**src/rtl/tx_uart.sv**
```systemverilog
// UART transmitter driven by a 16x oversampled baud tick.
// A frame is a start bit, NB_DATA data bits sent LSB-first, then a stop period
// of SB_TICK ticks. Every other bit lasts 16 ticks. All outputs are registered.
// Optional feature macro: TX_PARITY_EN adds a parity bit between the data bits
// and the stop period. PARITY_ODD selects odd parity.
module tx_uart #(
    parameter int unsigned NB_DATA = 8,
    parameter int unsigned SB_TICK = 16,
    parameter int unsigned NB_TICK = 5,
    parameter int unsigned NB_DCNT = 3
`ifdef TX_PARITY_EN
    ,
    parameter bit          PARITY_ODD = 1'b0
`endif
) (
    input  logic               i_clock,
    input  logic               i_reset_n,
    input  logic               i_tick,
    input  logic               i_tx_start,
    input  logic [NB_DATA-1:0] i_data,
    output logic               o_tx,
    output logic               o_tx_done_tick,
    output logic               o_busy
);

`ifdef TX_PARITY_EN
    typedef enum logic [2:0] {StIdle, StStart, StData, StParity, StStop} state_e;
`else
    typedef enum logic [1:0] {StIdle, StStart, StData, StStop} state_e;
`endif

    localparam logic [NB_TICK-1:0] TickLast = NB_TICK'(15);
    localparam logic [NB_TICK-1:0] StopLast = NB_TICK'(SB_TICK - 1);
    localparam logic [NB_DCNT-1:0] DcntLast = NB_DCNT'(NB_DATA - 1);

    state_e             state_q, state_d;
    logic [NB_TICK-1:0] tick_q, tick_d;
    logic [NB_DCNT-1:0] dcnt_q, dcnt_d;
    logic [NB_DATA-1:0] shift_q, shift_d;
    logic               tx_q, tx_d;
    logic               busy_q, busy_d;
    logic               done_q, done_d;
`ifdef TX_PARITY_EN
    logic               par_q, par_d;
`endif

    // State and output registers; reset returns the line to idle-high at once.
    always_ff @(posedge i_clock or negedge i_reset_n) begin
        if (!i_reset_n) begin
            state_q <= StIdle;
            tick_q  <= '0;
            dcnt_q  <= '0;
            shift_q <= '0;
            tx_q    <= 1'b1;
            busy_q  <= 1'b0;
            done_q  <= 1'b0;
`ifdef TX_PARITY_EN
            par_q   <= 1'b0;
`endif
        end else begin
            state_q <= state_d;
            tick_q  <= tick_d;
            dcnt_q  <= dcnt_d;
            shift_q <= shift_d;
            tx_q    <= tx_d;
            busy_q  <= busy_d;
            done_q  <= done_d;
`ifdef TX_PARITY_EN
            par_q   <= par_d;
`endif
        end
    end

    // Next-state logic; the registered line value is computed one edge ahead.
    always_comb begin
        state_d = state_q;
        tick_d  = tick_q;
        dcnt_d  = dcnt_q;
        shift_d = shift_q;
        tx_d    = tx_q;
        busy_d  = busy_q;
        done_d  = 1'b0;
`ifdef TX_PARITY_EN
        par_d   = par_q;
`endif
        case (state_q)
            StIdle: begin
                tx_d   = 1'b1;
                busy_d = 1'b0;
                if (i_tx_start) begin
                    shift_d = i_data;
                    tick_d  = '0;
                    state_d = StStart;
                    tx_d    = 1'b0;
                    busy_d  = 1'b1;
`ifdef TX_PARITY_EN
                    par_d   = (^i_data) ^ PARITY_ODD;
`endif
                end
            end
            StStart: begin
                if (i_tick) begin
                    if (tick_q == TickLast) begin
                        tick_d  = '0;
                        dcnt_d  = '0;
                        state_d = StData;
                        tx_d    = shift_q[0];
                    end else begin
                        tick_d = tick_q + NB_TICK'(1);
                    end
                end
            end
            StData: begin
                if (i_tick) begin
                    if (tick_q == TickLast) begin
                        tick_d  = '0;
                        shift_d = shift_q >> 1;
                        if (dcnt_q == DcntLast) begin
`ifdef TX_PARITY_EN
                            state_d = StParity;
                            tx_d    = par_q;
`else
                            state_d = StStop;
                            tx_d    = 1'b1;
`endif
                        end else begin
                            dcnt_d = dcnt_q + NB_DCNT'(1);
                            tx_d   = shift_q[1];
                        end
                    end else begin
                        tick_d = tick_q + NB_TICK'(1);
                    end
                end
            end
`ifdef TX_PARITY_EN
            StParity: begin
                if (i_tick) begin
                    if (tick_q == TickLast) begin
                        tick_d  = '0;
                        state_d = StStop;
                        tx_d    = 1'b1;
                    end else begin
                        tick_d = tick_q + NB_TICK'(1);
                    end
                end
            end
`endif
            StStop: begin
                tx_d = 1'b1;
                if (i_tick) begin
                    if (tick_q == StopLast) begin
                        tick_d  = '0;
                        state_d = StIdle;
                        busy_d  = 1'b0;
                        done_d  = 1'b1;
                    end else begin
                        tick_d = tick_q + NB_TICK'(1);
                    end
                end
            end
            default: begin
                state_d = StIdle;
                tick_d  = '0;
                tx_d    = 1'b1;
                busy_d  = 1'b0;
            end
        endcase
    end

    assign o_tx           = tx_q;
    assign o_tx_done_tick = done_q;
    assign o_busy         = busy_q;

endmodule
```
**config.mk**
```make
export PLATFORM = sky130hd
export DESIGN_NAME = tx_uart
export DESIGN_NICKNAME = d
export VERILOG_FILES = /design/src/rtl/tx_uart.sv
export SDC_FILE = /design/constraint.sdc
export NUM_CORES = 1
export LEC_CHECK = 0
export CORE_MARGIN = 1.5
export CORE_UTILIZATION = 55
export DETAILED_ROUTE_END_ITERATION = 6
export PLACE_DENSITY = 0.76
export SYNTH_ARGS = -nofsm -noshare
export SYNTH_HDL_FRONTEND = slang
export SYNTH_SLANG_ARGS = --single-unit
```
**constraint.sdc**
```tcl
create_clock -name i_clock -period 3.62 [get_ports i_clock]
set_clock_uncertainty 0.1 [all_clocks]
set_input_delay 0.724 -clock i_clock [delete_from_list [all_inputs] [get_ports i_clock]]
set_output_delay 0.724 -clock i_clock [all_outputs]
set_load 0.03 [all_outputs]
```
After elaboration in Yosys (flattened, before gate mapping) --
Cells that the tools add are included.
Word-level totals: word-level logic and storage cells 72, register bits after elaboration 21, bits of input ports 12, output and inout port bits 3
Cells by class: reductions and logical operators 11, add/sub/neg operators 2, muxes and demuxes 37, eq/ne operators 15
Operators with widths (number):
- $mux W8 | 3
- $ne A2 B2 Y1 const B | 9
- $mux W2 | 8
- $pmux W8 S2 | 1
- $mux W3 | 5
- $mux W5 | 3
- $mux W1 | 12
- $pmux W5 S2 | 1
- $pmux W2 S4 | 1
- $reduce_and A4 Y1 | 2
- $reduce_and A8 Y1 | 1
- $pmux W3 S2 | 1
- $reduce_and A6 Y1 | 1
- $reduce_bool A2 Y1 | 3
- $add A5 B1 Y5 const B | 1
- $eq A5 B4 Y1 const B | 1
- $eq A2 B2 Y1 const B | 2
- $pmux W1 S4 | 1
- $add A3 B1 Y3 const B | 1
- $eq A3 B3 Y1 const B | 1
- $reduce_and A3 Y1 | 1
- $reduce_or A3 Y1 | 1
- $eq A2 B1 Y1 const B | 1
- $logic_not A2 Y1 | 1
- 3 further kinds | 3

Depth between registers and ports, before layout --
word-level depth 5, mapped depth 7

Worst setup path before layout --
Ideal clock, no wire load.
path kind input to register, start point input i_tick, end point register dcnt_q[0], cell stages on the path 4, setup slack 1704 ps, path buffers 1, library setup time 121 ps, data arrival time 1695 ps, path through buf_4 nand2_2 or4_4 a22o_1
Between the ends: cells in the longest elaborated chain, start to end 2, elaborated cells on any way between the ends 3, those cells by class eq/ne: 2; reduce/logical: 1
RTL lines:
- from (decl) | line 18 | input logic i_tick,
- $ne A2 B2 Y1 (no source line)
- $reduce_and A6 Y1 (no source line) (*)
- to (signal assigned) | line 63 | dcnt_q <= dcnt_d;
- to (decl) | line 38 | logic [NB_DCNT-1:0] dcnt_q, dcnt_d;
Mark *: on every way between the ends. The rest lies on a longest branch, timed or not. A chain may end at the register's enable or synchronous reset.

Final worst setup path --
start point register tx_q, in the netlist o_tx, end point output o_tx
RTL lines:
- from (decl) | line 40 | logic tx_q, tx_d;
- from (signal assigned) | line 65 | tx_q <= tx_d;
- to (decl) | line 21 | output logic o_tx,
No word-level cell between the ends.

==> metrics.txt <==
Internal 0.000589 W; Cell variety after synth 42; number of remaining DRC errors 0; drt initial violations 12; Worst Path Max Fanout 2; Post-Syn Area 1190 µm²; TNS Setup 0 ns; placed cell area 1340 µm²; Post-Syn Nets 141; number of synthesized flops with an enable pin 0; Commonest cells post-synth dfrtp_1 (20), nand2_1 (14), o22ai_1 (14); Vias/cell 6.20; Pleak 0.547 nW; final core utilization 68.0%; Synth top area share 42.0%; worst flop-to-flop path endpoint state_q[0]; Longest Clk Path Bufs 2; Hold Vio Cnt, Final 0; total number of vias 1004; ant diodes 0; VDD IR max 0.408 mV; CTS Sinks 21; die height 49.6 µm; design area 1360 µm²; # H-tree levels 1; Critical Path RT 2.80 ns; Starting Density 59.6%; post-synthesis sequential area ratio 44.2%; reg2reg setup slack 1.45 ns; R2R cell count 6; FF-to-FF Start state_q[0]; Max-slew headroom 40.5%; Die W 49.6 µm; first-pass GRT wire length 4200 µm; Die ar. 2460 µm²; Post-CTS Hold Buffers 0; num ports 15; DR pass1 iterations 4; highest clock rate 428 MHz; HPWL after DPL 1770 µm; DRT Wirelength 2440 µm; ranking of synthesized cells by area dfrtp_1 (42%), ha_1 (7.3%), o22ai_1 (7.3%); critical path type reg2out; Final #Nets 155; Reg power frac 39.8%; ys flop type dfrtp_1; final setup violation count 0; grt total ovfl 0; Root Driver clkbuf_4; initial antenna violation count 0; ratio of cells with drive above 1 in the final layout 9.63%; NetSw 0.000432 W; Pins Over Slew Limit 0; CP max stage cell clkdlybuf4s50_1; PD cells 750 nW/µm²; crit path DAT 1.51 ns; post-synthesis register bit count 21; crit-path cells clkdlybuf4s50_1; Critical Path Max Stage Delay 0.66 ns; min-delay src o_tx; Area growth, synth to finish 14.2%; WHS Path Cells 2; PortBufs 14; Syn Area/Cell 9.77 µm²; Fill cells 171; Mapped Cells 122; Hold Crit Class reg2reg; Max Cap Violations 0; Core ar. 2000 µm²; Hold EP o_tx; ys async rst share 100%; later-pin clock latency in the skew report 0.31 ns; clock share of power 11.3%; Crit path max-delay family buffers and inverters; switching share of power 42.3%; post-cts sizing count 0; Worst Tran Pin Value 0.890 ns; Reg clk slew, reported paths 0.11 ns; Routability Congestion 0.779; CTS tree yes; FP Rows 16; post-CTS setup buffer count 0; status finished clean; Final ANT Viol Nets 0; Setup crit end kind primary output; maximum number of pins on one net before global-route repair 22; cell taking the most area after synthesis dfrtp_1; combinational share of power 48.9%; Critical path buffers and inverters 1; Wirelength per Cell 15.1 µm; unrepaired setup endpoints after global routing no; cts bufs inserted 3; most common cell in the netlist dfrtp_1; Yosys warning total 0; final period utilization 64.6%; GRT Overall Usage 22.2%; CP startpoint kind flip-flop; vias in the first global route 991; fin crit period 2.34 ns
power by group through the flow:
stage          logic (W)  clock network, W  registers [W]
6_report        0.000499          0.000116       0.000406
5_1_grt         0.000564          0.000125       0.000419
4_1_cts         0.000502          0.000120       0.000405
3_5_place_dp    0.000502                 0       0.000408
3_3_place_gp    0.000478                 0       0.000403
2_1_floorplan   0.000371                 0       0.000413
cell usage in the layout, fill, tap and decap left out, drive strengths merged, types with 4 or more instances in the layout:
master,n
nand3,5
a21oi,9
o22ai,14
clkbuf,4
o21ai,7
ha,7
nand2,16
o211ai,4
dfrtp,20
clkdlybuf4s50,14
metrics by stage:
stage                     total power (W)  hold slack [ns]  setup slack [ns]  cells
final                             0.00102            0.400              1.28    162
after global routing              0.00111            0.424              1.25    162
after CTS                         0.00103            0.400              1.26    162
after detailed placement         0.000910            0.383              1.10    158
after global placement           0.000881            0.366              1.13    158
after floorplan                  0.000784            0.328              1.70    122
state kept, by name (all words and copies together) (netlist names):
| signal | count |
|---|---|
| state_q | 2 |
| o_tx_done_tick | 1 |
| shift_q | 8 |
| o_busy | 1 |
| o_tx | 1 |
| tick_q | 5 |
| dcnt_q | 3 |
cell families (layout without fill, tap and decap cells):
family | Yosys count | after routing | synth area share (%)
and+or+nand+nor | 40 | 40 | 18.7
muxes | 4 | 4 | 3.67
buffers and inverters | 8 | 21 | 3.57
DFF | 21 | 21 | 44.2
AOI/OAI and AO/OA | 41 | 41 | 21.8
adders and majority gates | 7 | 7 | 7.34
xor gates and xnor gates | 1 | 1 | 0.735
final cells by class:
class,count,area [µm²],share of cell area (%)
Tap cell,27,33.8,2.48
Timing Repair Buffer,14,140,10.3
Clock buffer,4,26.3,1.93
Inverter,3,11.3,0.827
Sequential cell,21,527,38.7
Multi-Input combinational cell,93,623,45.8
worst max-delay path by stage:
stage,startpoint,endpoint,slack [ns],cells after the start
finish,o_tx,o_tx,1.28,1
global route,o_tx,o_tx,1.25,1
CTS,o_tx,o_tx,1.26,1
detailed placement,i_tick,dcnt_q[0],1.10,4
global placement,i_tick,dcnt_q[0],1.13,4
floorplan,i_tick,dcnt_q[0],1.70,4
metal layers:
| metal | track usage (%) | routed length (µm) |
|---|---|---|
| met5 | 0 | 0 |
| met4 | 9.72 | 34 |
| met3 | 2.12 | 105 |
| met2 | 38.0 | 1200 |
| met1 | 28.3 | 1100 |
No activity file was read; power rests on OpenSTA's default activity.
